<file path="config.mk">
export PLATFORM = sky130hd
export DESIGN_NAME = led_pattern_sequencer
export DESIGN_NICKNAME = d
export VERILOG_FILES = /design/src/rtl/led_pattern_sequencer_pkg.sv /design/src/rtl/led_pattern_sequencer_tick_gen.sv /design/src/rtl/led_pattern_sequencer.sv
export SDC_FILE = /design/constraint.sdc
export NUM_CORES = 1
export LEC_CHECK = 0
export ABC_AREA = 1
export BUFFER_PORTS_ARGS = -buffer_cell sky130_fd_sc_hd__clkbuf_2
export CAP_MARGIN = 5
export CORE_ASPECT_RATIO = 0.7
export CORE_MARGIN = 5
export CORE_UTILIZATION = 35
export CTS_CLUSTER_SIZE = 10
export DETAILED_ROUTE_END_ITERATION = 12
export PLACE_DENSITY_LB_ADDON = 0.12
export SETUP_SLACK_MARGIN = 0.15
export SLEW_MARGIN = 5
export SYNTH_ARGS = -nofsm -noshare
export SYNTH_HDL_FRONTEND = slang
export SYNTH_SLANG_ARGS = --single-unit
</file>
<file path="constraint.sdc">
create_clock -name BOARD_CLK -period 2.08 [get_ports BOARD_CLK]
set_clock_uncertainty 0.1 [all_clocks]
set_input_delay 0.104 -clock BOARD_CLK [delete_from_list [all_inputs] [get_ports BOARD_CLK]]
set_output_delay 0.104 -clock BOARD_CLK [all_outputs]
set_load 0.005 [all_outputs]
</file>
<file path="src/rtl/led_pattern_sequencer_pkg.sv">
// Shared board constants: clock rate, mode encoding, per-mode seed patterns.
package led_pattern_sequencer_pkg;

  localparam int BOARD_CLK_HZ = 12000000;

  typedef enum logic [1:0] {
    MODE_BLINK  = 2'd0,
    MODE_COUNT  = 2'd1,
    MODE_KNIGHT = 2'd2,
    MODE_RING   = 2'd3
  } mode_t;

  typedef enum logic {
    DIR_LEFT  = 1'b0,
    DIR_RIGHT = 1'b1
  } dir_t;

  localparam logic [7:0] SEED_BLINK  = 8'h00;
  localparam logic [7:0] SEED_COUNT  = 8'h00;
  localparam logic [7:0] SEED_KNIGHT = 8'h01;
  localparam logic [7:0] SEED_RING   = 8'h01;

  // Pattern loaded into the LEDs when a mode is entered.
  function automatic logic [7:0] mode_seed(input mode_t m);
    case (m)
      MODE_COUNT:  return SEED_COUNT;
      MODE_KNIGHT: return SEED_KNIGHT;
      MODE_RING:   return SEED_RING;
      default:     return SEED_BLINK;
    endcase
  endfunction

endpackage

</file>
<file path="src/rtl/led_pattern_sequencer_tick_gen.sv">
// Single-cycle enable strobe every TICK_DIV clocks; restart realigns the period.
module tick_gen #(
  parameter int TICK_DIV = 12000000
) (
  input  logic BOARD_CLK,
  input  logic BOARD_RST,
  input  logic restart,
  output logic tick
);

  localparam int CW = $clog2(TICK_DIV);
  localparam logic [CW-1:0] LAST = CW'(TICK_DIV - 1);

  logic [CW-1:0] cnt;

  // Count 0..TICK_DIV-1; the strobe is registered so it lands the cycle after LAST.
  always_ff @(posedge BOARD_CLK or posedge BOARD_RST) begin
    if (BOARD_RST) begin
      cnt  <= '0;
      tick <= 1'b0;
    end else if (restart) begin
      cnt  <= '0;
      tick <= 1'b0;
    end else if (cnt == LAST) begin
      cnt  <= '0;
      tick <= 1'b1;
    end else begin
      cnt  <= cnt + CW'(1);
      tick <= 1'b0;
    end
  end

endmodule

</file>
<file path="src/rtl/led_pattern_sequencer.sv">
// Steps one of four LED patterns per tick; a mode pulse cycles patterns, pause freezes.
module led_pattern_sequencer
  import led_pattern_sequencer_pkg::*;
#(
  parameter int TICK_DIV = BOARD_CLK_HZ,
  parameter int LED_W    = 8
) (
  input  logic             BOARD_CLK,
  input  logic             BOARD_RST,
  input  logic             mode_next,
  input  logic             pause,
  output logic [LED_W-1:0] BOARD_LED,
  output logic             tick,
  output logic [1:0]       mode
);

  localparam logic [LED_W-1:0] LED_TOP    = {1'b1, {(LED_W-1){1'b0}}};
  localparam logic [LED_W-1:0] LED_BOTTOM = LED_W'(1);

  mode_t            mode_q, mode_nxt;
  dir_t             dir_q, dir_nxt;
  logic [LED_W-1:0] led_q, led_nxt;
  logic [LED_W-1:0] shifted;

  // A mode pulse restarts the period so the new pattern gets a full tick before stepping.
  tick_gen #(.TICK_DIV(TICK_DIV)) u_tick_gen (
    .BOARD_CLK (BOARD_CLK),
    .BOARD_RST (BOARD_RST),
    .restart   (mode_next),
    .tick      (tick)
  );

  // State registers: mode, knight direction and LED image.
  always_ff @(posedge BOARD_CLK or posedge BOARD_RST) begin
    if (BOARD_RST) begin
      mode_q <= MODE_BLINK;
      dir_q  <= DIR_LEFT;
      led_q  <= '0;
    end else begin
      mode_q <= mode_nxt;
      dir_q  <= dir_nxt;
      led_q  <= led_nxt;
    end
  end

  // Next state: a mode change outranks a same-cycle tick; paused ticks are dropped.
  always_comb begin
    mode_nxt = mode_q;
    dir_nxt  = dir_q;
    led_nxt  = led_q;
    shifted  = '0;
    if (mode_next) begin
      mode_nxt = mode_t'(mode_q + 2'd1);
      led_nxt  = LED_W'(mode_seed(mode_nxt));
      dir_nxt  = DIR_LEFT;
    end else if (tick && !pause) begin
      case (mode_q)
        MODE_BLINK: led_nxt = ~led_q;
        MODE_COUNT: led_nxt = led_q + LED_W'(1);
        MODE_KNIGHT: begin
          shifted = (dir_q == DIR_LEFT) ? (led_q << 1) : (led_q >> 1);
          led_nxt = shifted;
          if (shifted == LED_TOP) begin
            dir_nxt = DIR_RIGHT;
          end else if (shifted == LED_BOTTOM) begin
            dir_nxt = DIR_LEFT;
          end
        end
        MODE_RING: led_nxt = {led_q[LED_W-2:0], led_q[LED_W-1]};
        default: led_nxt = led_q;
      endcase
    end
  end

  assign BOARD_LED = led_q;
  assign mode      = mode_q;

endmodule

</file>
==> flow_summary.ini, run 1 <==
[timing]
rsz0062_at_grt = false
clock.fmax_mhz = 583
slew_headroom_pct = 65.5
setup_viol = 0
timing.final.crit_share_pct = 82.5
tightest_slew_ps = 517
setup_tns_ps = 0
fin_crit_ps = 1720
drv_slew = 0
whs_ps = 103
finalHoldViolations = 0

[cts]
path_clk_slew_ps = 70
cts-htree-levels = 2
cts_tree = built
cts_sinks = 36
cts_setup_buffers = 0
cts-buffers-inserted = 5
clockRootBuffer = clkbuf_8
clk_latency_ps = 300
cts.path.max_buffers = 2

[critical_path]
ff2ff_path_depth = 8
r2r_start = u_tick_gen.cnt[0]
startpoint_type = flop
cpMaxStageDelayCell = dfrtp_1
crit_required_ps = 2160
r2r-end = u_tick_gen.cnt[0]
crit_fanout = 6
regToRegSetupSlack_ps = 360
end_kind = flop
crit_chain = ha_1 > nand2_1 > nor2_4 > nand2_2 > inv_2 > nand3_2 > nand2_4 > nor2_1
worst-setup-path-type = reg -> reg
arrival_ps = 1800
cpPeakStageDelay_ps = 430

[floorplanning]
initial_core_util_pct = 36.0
dieArea_sq_um = 8750
ios = 15
die_h_microns = 79.8
rows = 25
die-width_microns = 110
core_area_sq_um = 6760

[pwr]
clock_power_share_pct = 30.3
p_seq_share_pct = 44.0
ir_worst_vdd_uv = 286
p_leak_nw = 1.23
intPower_w = 0.00116
switching_share_pct = 34.5
power.switching_w = 0.000608
powerDensity_nw_per_um2 = 650
p_comb_share_pct = 25.7

[synth]
synth_top_flop_cell = dfrtp_1
syn_nets = 374
yosysWarnings = 0
syn-cell-area_sq_um = 2430
ys_ff_latch = 36
async_reset_ff_share_pct = 100
ys_types = 30
synth_edf_count = 0
yosysSeqAreaShare_pct = 37.0
netlist_instances = 364
syn_avg_cell_area_sq_um = 6.69

[final_layout]
diodes = 0
fillers = 745
final_nets = 391
drive_gt1_share_pct = 9.16
final_cells = 476
seqCellArea_sq_um = 901
area_delta_synth_final_pct = 11.6
multi_input_area_sq_um = 1360

[min_path]
whs_path_depth = 4
hold_end = u_tick_gen.cnt[21]
hold_class = in -> reg
hp-start = mode_next

[place]
placedCellCount = 467
io_buffers = 14
place.gp.congestion = 0.925
hpwlAfterDp_mm = 4.87

[detailed_routing]
drt_iter0_markers = 228
via_per_inst = 5.00
drcViolationCount = 0
drt-pass1-iter-count = 5
totalWireLength_mm = 6.57
avgRoutedWirePerCell_microns = 13.8
dr_total_vias = 2380
antenna_left = 0

[global_route]
grt_max_degree = 37
antenna_found_initial = 0
grt_pass1_vias = 2079
grt_usage_pct = 16.4
grt_overflow_total = 0
grt_pass1_wl_mm = 11.1

[flow_run]
maxCapViolations = 0

[outcome]
outcome = complete, no violations
layer usage:
metal	routed length (microns)	GRT usage (%)	part of all wire [%]	vias to the layer above
li1	-	-	-	1183
met3	417	3.15	6.3	7
met1	3650	28.0	56	1121
met5	0	0	0	-
met2	2430	19.6	37	69
met4	73	4.48	1.1	0
worst max path at each step:
stage / startpoint / endpoint / cells after the start
after floorplan: u_tick_gen.cnt[0] / u_tick_gen.cnt[0] / 8
after global placement: u_tick_gen.cnt[0] / u_tick_gen.cnt[18] / 8
after detailed placement: u_tick_gen.cnt[0] / u_tick_gen.cnt[3] / 8
after CTS: u_tick_gen.cnt[0] / u_tick_gen.cnt[3] / 8
after global routing: u_tick_gen.cnt[0] / u_tick_gen.cnt[18] / 8
final: u_tick_gen.cnt[0] / u_tick_gen.cnt[0] / 8
synth_stat cells (2+ instances only):
cell type | instances | area (sq um)
nand3b_1 | 2 | 15.0
o21bai_1 | 2 | 15.0
o21ai_0 | 13 | 65.1
a21oi_1 | 16 | 80.1
nor2_4 | 3 | 33.8
inv_1 | 40 | 150
clkbuf_1 | 4 | 15.0
o211ai_1 | 3 | 22.5
ha_1 | 6 | 75.1
nor2_2 | 2 | 12.5
xor2_1 | 9 | 78.8
nor3_1 | 3 | 15.0
nand2_1 | 106 | 398
nand2_2 | 3 | 18.8
nand3_1 | 33 | 165
buf_2 | 3 | 15.0
nand4_1 | 5 | 31.3
dfrtp_1 | 36 | 901
nor2_1 | 64 | 240
kinds of logic after synthesis:
kind of cell | share of synthesized area, %
fa+ha+maj | 3.08
compound gates | 8.58
buf+inv | 7.55
xor+xnor | 3.60
simple gates | 40.2
flops | 37.0
cells in the final DEF (no fill, tap or decap), types with 3 or more instances in the layout:
cell type    n
nand3_1     33
clkbuf_2    14
clkbuf_8     6
nand2_1    106
nand4_1      5
xor2_1       9
inv_1       40
o21ai_0     13
dfrtp_1     36
nor2_4       3
ha_1         6
nor3_1       3
nor2_1      64
o211ai_1     3
a21oi_1     16
worst max-delay path, delay by kind of cell (launching register included):
family                   cells  cell delay, ps
AND/OR/NAND/NOR              6             740
flip-flops                   1             430
adder cells (fa/ha/maj)      1             200
buffers and inverters        1             130
per-stage QoR:
step                cell area, sq um  util [%]  power, W  setup slack, ps
floorplan                       2430         -   0.00109              582
global placement                2610      38.6   0.00123              407
detailed placement              2610      38.6   0.00124              334
CTS                             2710      40.1   0.00178              324
global route                    2720      40.2   0.00189              185
finish                          2720      40.2   0.00177              364
timing repair:
action | 4_1_cts | 5_1_grt
gates resized for setup | 0 | 1
hold buffers | 1 | 0
endpoints found under the hold margin | 36 | 0
setup endpoints to repair | 0 | 2
power groups by stage:
stage,Sequential (W),Combinational [W],Clock [W]
2_1_floorplan,0.000783,0.000309,0
3_3_place_gp,0.000789,0.000444,0
4_1_cts,0.000777,0.000449,0.000558
6_report,0.000777,0.000453,0.000535
5_1_grt,0.000785,0.000520,0.000585
3_5_place_dp,0.000791,0.000446,0
final cells by class:
cell class              count  area share, %
multi-input cells         280           49.9
well taps                  94           4.33
flip-flops and latches     36           33.2
inverters                  41           5.67
clock buffers               7           3.18
clock inverters             1          0.276
repair buffers             17           3.50
sequential cells by signal, indices dropped and copies added (netlist names):
signal and cells:
BOARD_LED 8, dir_q 1, mode 2, u_tick_gen.cnt 24, u_tick_gen.tick 1
Note: power is estimated with default switching activity, not from simulation.
==> run 2: changes to the inputs <==
--- a/config.mk
+++ b/config.mk
@@ -5,7 +5,7 @@
 export SDC_FILE = /design/constraint.sdc
 export NUM_CORES = 1
 export LEC_CHECK = 0
-export ABC_AREA = 1
+export ABC_AREA = 0
 export BUFFER_PORTS_ARGS = -buffer_cell sky130_fd_sc_hd__clkbuf_2
 export CAP_MARGIN = 5
 export CORE_ASPECT_RATIO = 0.7
==> constraint.sdc (replaced) <==
create_clock -name BOARD_CLK -period 1.47 [get_ports BOARD_CLK]
set_clock_uncertainty 0.1 [all_clocks]
set_input_delay 0.0735 -clock BOARD_CLK [delete_from_list [all_inputs] [get_ports BOARD_CLK]]
set_output_delay 0.0735 -clock BOARD_CLK [all_outputs]
set_load 0.005 [all_outputs]
==> flow_summary.ini, run 2 <==
[outcome]
outcome = complete, but fails checks
violations = setup timing

[timing]
setup_viol = 33
drv_slew = 0
tightest_slew_ps = 497
timing.final.crit_share_pct = 126
setup_slack_ps = -385
slew_headroom_pct = 66.9
rsz0062_at_grt = true
finalHoldViolations = 0
clock.fmax_mhz = 539
fin_crit_ps = 1850

[synth]
ys_top_cells_by_area = dfrtp_1 (42%), a21oi_1 (3.7%), xnor2_1 (3.7%), ha_1 (3.5%), nor2_1 (3.3%)
async_reset_ff_share_pct = 100
syn_avg_cell_area_sq_um = 8.91
netlist.area_leader.share_pct = 41.8
netlist_instances = 242
yosysWarnings = 0
syn-cell-area_sq_um = 2160
ys_ff_latch = 36
synth_common_cells = dfrtp_1 (36), nor2_1 (19), nand2_1 (17), a21oi_1 (16), clkbuf_1 (15)
synth_top_flop_cell = dfrtp_1
syn_nets = 252
yosysSeqAreaShare_pct = 41.8
yosysMostFrequentCell = dfrtp_1
synth_edf_count = 0
synth_top_cell_by_area = dfrtp_1
ys_types = 44

[detailed_routing]
drt-pass1-iter-count = 4
totalWireLength_mm = 6.17
drcViolationCount = 0
dr_total_vias = 2127
drt_iter0_markers = 85
avgRoutedWirePerCell_microns = 15.3
antenna_left = 0
via_per_inst = 5.28

[global_route]
use_met2_pct = 23.9
top_usage_layer = met1
grt_pass1_wl_mm = 10.3
grt_pass1_vias = 2010
grt_overflow_total = 0
grt_usage_pct = 16.3
met1_usage_pct = 25.1
use_met3_pct = 3.05
antenna_found_initial = 0
grt_max_degree = 37

[critical_path]
arrival_ps = 1970
startpoint_type = flop
crit_required_ps = 1590
end_kind = flop
crit_fanout = 10
worst-setup-path-type = reg -> reg

[final_layout]
drive_gt1_share_pct = 47.9
largest_reg_flops = 24
diodes = 0
fillers = 542
final_nets = 338
layout_commonest_cell = buf_4
final_cell_mix = buf_4 (66), dfrtp_1 (34), buf_6 (17)
area_delta_synth_final_pct = 52.9
regMostFlops = u_tick_gen.cnt
fin_util_pct = 56.4

[floorplanning]
die_h_microns = 75.7
ios = 15
rows = 23
dieArea_sq_um = 7850
die-width_microns = 104
initial_core_util_pct = 36.9
core_area_sq_um = 5840

[place]
hpwlAfterDp_mm = 4.39
place.gp.congestion = 0.850
io_buffers = 14

[cts]
path_clk_slew_ps = 80
clk_latency_ps = 290
cts_tree = built
cts.path.max_buffers = 2
cts-buffers-inserted = 5
clockRootBuffer = clkbuf_8
cts_sinks = 36
cts-htree-levels = 2

[pwr]
ir_worst_vdd_uv = 825
p_leak_nw = 1.44
powerDensity_nw_per_um2 = 1070
power.total_w = 0.00353

[flow_run]
maxCapViolations = 0

[min_path]
hold_class = in -> reg
-- run 2: changes by cell type in the layout (fill, tap and decap cells not counted), sizes merged, moves of 23 or more --
cell   change
nand2     -92
buf       +81
nor2      -50
inv       -31
nand3     -23
-- run 2: area by class of cell --
type                            instances  area [sq um]  area share [%]
Clock buffer                            7          96.3            2.92
Inverter                               10          42.5            1.29
Multi-Input combinational cell        178          1400            42.4
Sequential cell                        36           903            27.4
Tap cell                               75          93.8            2.85
Timing Repair Buffer                   97           762            23.1
-- run 2: timing repair --
item,4_1_cts,5_1_grt
setup buffers,6,0
gates resized for setup,32,29
pin swaps,18,15
setup endpoints to repair,34,35
endpoints found under the hold margin,36,0
hold buffers,1,0
gates cloned,0,1
-- run 2: worst max-delay path: stages (launching register included) --
cell	delay, ps
dfrtp_1	360
buf_4	140
nand4_1	130
or4_4	510
or4_1	420
a21oi_1	130
-- run 2: per-layer routing --
| metal | share of wire, % | vias to the layer above |
|---|---|---|
| met5 | 0 | - |
| met4 | 0.65 | 0 |
| met3 | 3.5 | 5 |
| met2 | 41 | 32 |
| met1 | 55 | 1032 |
| li1 | - | 1058 |
-- run 2: worst paths after layout --
path / slack [ps] / from / cells after the start / end
hold reg to reg: 470 / u_tick_gen.cnt[0] / 2 / u_tick_gen.cnt[0]
setup reg to reg: -380 / u_tick_gen.cnt[0] / 5 / u_tick_gen.cnt[23]
min in group asynchronous: 330 / BOARD_RST / 4 / u_tick_gen.cnt[21]
hold / removal: 60 / mode_next / 3 / BOARD_LED[3]
max in group asynchronous: 570 / BOARD_RST / 4 / mode[0]
setup / recovery: -380 / u_tick_gen.cnt[0] / 5 / u_tick_gen.cnt[23]
-- run 2: report_power, final --
group / leakage (nW) / internal, W / switching, W
Sequential: 0.493 / 0.00104 / 0.0000818
Combinational: 0.896 / 0.000885 / 0.000736
Clock: 0.0503 / 0.000418 / 0.000362
-- run 2: logic make-up after synthesis --
| group | synth area share, % |
|---|---|
| xor gates and xnor gates | 5.69 |
| buffers and inverters | 5.22 |
| and+or+nand+nor | 22.9 |
| DFF | 41.8 |
| adders and majority gates | 3.48 |
| AOI/OAI and AO/OA | 18.3 |
| muxes | 2.61 |
-- run 2: metrics by stage --
step | setup TNS (ps) | worst slack [ps] | std cells | hold WS [ps] | instance area, sq um
finish | -8960 | -385 | 403 | 56.1 | 3300
global route | -12030 | -459 | 403 | 110 | 3300
CTS | -9440 | -393 | 402 | 72.9 | 3180
detailed placement | -10870 | -465 | 388 | 99.4 | 2880
global placement | -9060 | -391 | 388 | 103 | 2880
floorplan | -8270 | -452 | 242 | 85.7 | 2320
==> run 3: changes to the inputs <==
--- a/config.mk
+++ b/config.mk
@@ -6,11 +6,12 @@
 export NUM_CORES = 1
 export LEC_CHECK = 0
 export ABC_AREA = 0
+export ABC_CLOCK_PERIOD_IN_PS = 1470
 export BUFFER_PORTS_ARGS = -buffer_cell sky130_fd_sc_hd__clkbuf_2
 export CAP_MARGIN = 5
 export CORE_ASPECT_RATIO = 0.7
 export CORE_MARGIN = 5
-export CORE_UTILIZATION = 35
+export CORE_UTILIZATION = 54
 export CTS_CLUSTER_SIZE = 10
 export DETAILED_ROUTE_END_ITERATION = 12
 export PLACE_DENSITY_LB_ADDON = 0.12
==> flow_summary.ini, run 3 (synthesis gave the netlist of run 2 again) <==
[final_layout]
final_nets = 346
seqCellArea_sq_um = 906
area_delta_synth_final_pct = 58.3
layout_commonest_cell = buf_4
final_cell_mix = buf_4 (70), dfrtp_1 (32), buf_6 (19)
largest_reg_flops = 24
multi_input_area_sq_um = 1470
fillers = 208
drive_gt1_share_pct = 54.3
diodes = 0
regMostFlops = u_tick_gen.cnt

[cts]
cts-buffers-inserted = 5
cts_tree = built
path_clk_slew_ps = 90
cts-htree-levels = 2
cts.path.max_buffers = 2
clk_latency_ps = 310
clockRootBuffer = clkbuf_8
cts_sinks = 36

[floorplanning]
ios = 15
initial_core_util_pct = 55.3
die-width_microns = 85.5
rows = 19
die_h_microns = 62.9
core_area_sq_um = 3900
dieArea_sq_um = 5380

[detailed_routing]
avgRoutedWirePerCell_microns = 21.0
drcViolationCount = 0
drt_iter0_markers = 265
drt-pass1-iter-count = 5
via_per_inst = 6.38
antenna_left = 0
totalWireLength_mm = 8.16
dr_total_vias = 2480

[timing]
slew_headroom_pct = 67.7
setup_slack_ps = -474
tightest_slew_ps = 485
clock.fmax_mhz = 514
drv_slew = 0
setup_tns_ps = -11960
finalHoldViolations = 0
rsz0062_at_grt = true
timing.final.crit_share_pct = 132
fin_crit_ps = 1940
setup_viol = 33

[critical_path]
crit_chain = ha_2 > nand4_1 > or4_4 > or3_1 > a21oi_2
cpPeakStageDelay_ps = 570
cpMaxStageDelayCell = or4_4
regToRegSetupSlack_ps = -470
worst-setup-path-type = reg -> reg
crit_required_ps = 1590
arrival_ps = 2070
crit_fanout = 10
path_buf_inv = 0
crit_family = simple AND/OR/NAND/NOR gates
startpoint_type = flop
end_kind = flop

[global_route]
grt_usage_pct = 28.3
grt_pass1_vias = 2393
grt_max_degree = 37
antenna_found_initial = 0
grt_pass1_wl_mm = 11.9
grt_overflow_total = 0

[pwr]
intPower_w = 0.00254
power.switching_w = 0.00144
p_comb_share_pct = 52.1
ir_worst_vdd_uv = 1630
p_leak_nw = 1.48
p_seq_share_pct = 28.2
switching_share_pct = 36.1
powerDensity_nw_per_um2 = 1170
clock_power_share_pct = 19.7

[place]
place.gp.congestion = 0.933
io_buffers = 14
hpwlAfterDp_mm = 4.18
post-place-ws_ps = -454

[outcome]
violations = setup timing
outcome = complete, but fails checks

[min_path]
hold_class = in -> reg

[flow_run]
maxCapViolations = 0
run 3: routing by layer:
| layer | wire length, microns | global-route usage (%) |
|---|---|---|
| met1 | 3360 | 37.2 |
| met4 | 242 | 10.7 |
| met3 | 576 | 6.59 |
| met5 | 0 | 0 |
| met2 | 3980 | 45.1 |
run 3: worst paths after layout:
check | to | depth (start not counted) | start
worst min-delay path | BOARD_LED[5] | 3 | mode_next
worst max-delay path | u_tick_gen.cnt[22] | 5 | u_tick_gen.cnt[1]
min in group asynchronous | BOARD_LED[4] | 4 | BOARD_RST
max in group asynchronous | BOARD_LED[1] | 4 | BOARD_RST
worst min register to register | u_tick_gen.cnt[18] | 2 | u_tick_gen.cnt[18]
worst max register to register | u_tick_gen.cnt[22] | 5 | u_tick_gen.cnt[1]
run 3: repair_timing:
action | CTS | global route
hold buffers | 1 | 0
setup buffers | 18 | 3
pin swaps | 30 | 16
gates cloned | 0 | 1
gates resized for setup | 44 | 38
hold endpoints to repair | 36 | 0
endpoints found under the setup margin | 34 | 35
run 3: per-stage QoR:
stage                     cell area, sq um  hold slack (ps)  cells  power [W]  utilization [%]
after floorplan                       2320             85.7    242    0.00184                -
after global placement                2800             88.4    358    0.00222             71.9
after detailed placement              2800             93.8    358    0.00224             71.9
after CTS                             3230             52.5    385    0.00357             82.9
after global routing                  3410             70.1    389    0.00414             87.5
final                                 3410             70.1    389    0.00398             87.5
run 3: power by group through the flow:
stage,clock network (W),logic (W),registers [W]
CTS,0.000770,0.00170,0.00111
finish,0.000783,0.00208,0.00112
detailed placement,0,0.00114,0.00111
floorplan,0,0.000722,0.00112
global route,0.000816,0.00219,0.00113
global placement,0,0.00111,0.00111
run 3: final cells by class:
type | count | share of cell area [%]
clock buffer | 6 | 2.42
clock inverter | 2 | 0.293
inverter | 10 | 1.25
multi-input combinational | 179 | 43.1
sequential | 36 | 26.5
tap | 52 | 1.91
timing repair buffer | 104 | 24.5
run 3: tightest hold or removal path, cell delays in order:
cell and delay, ps:
clkbuf_2 110, inv_1 110, o221a_2 140
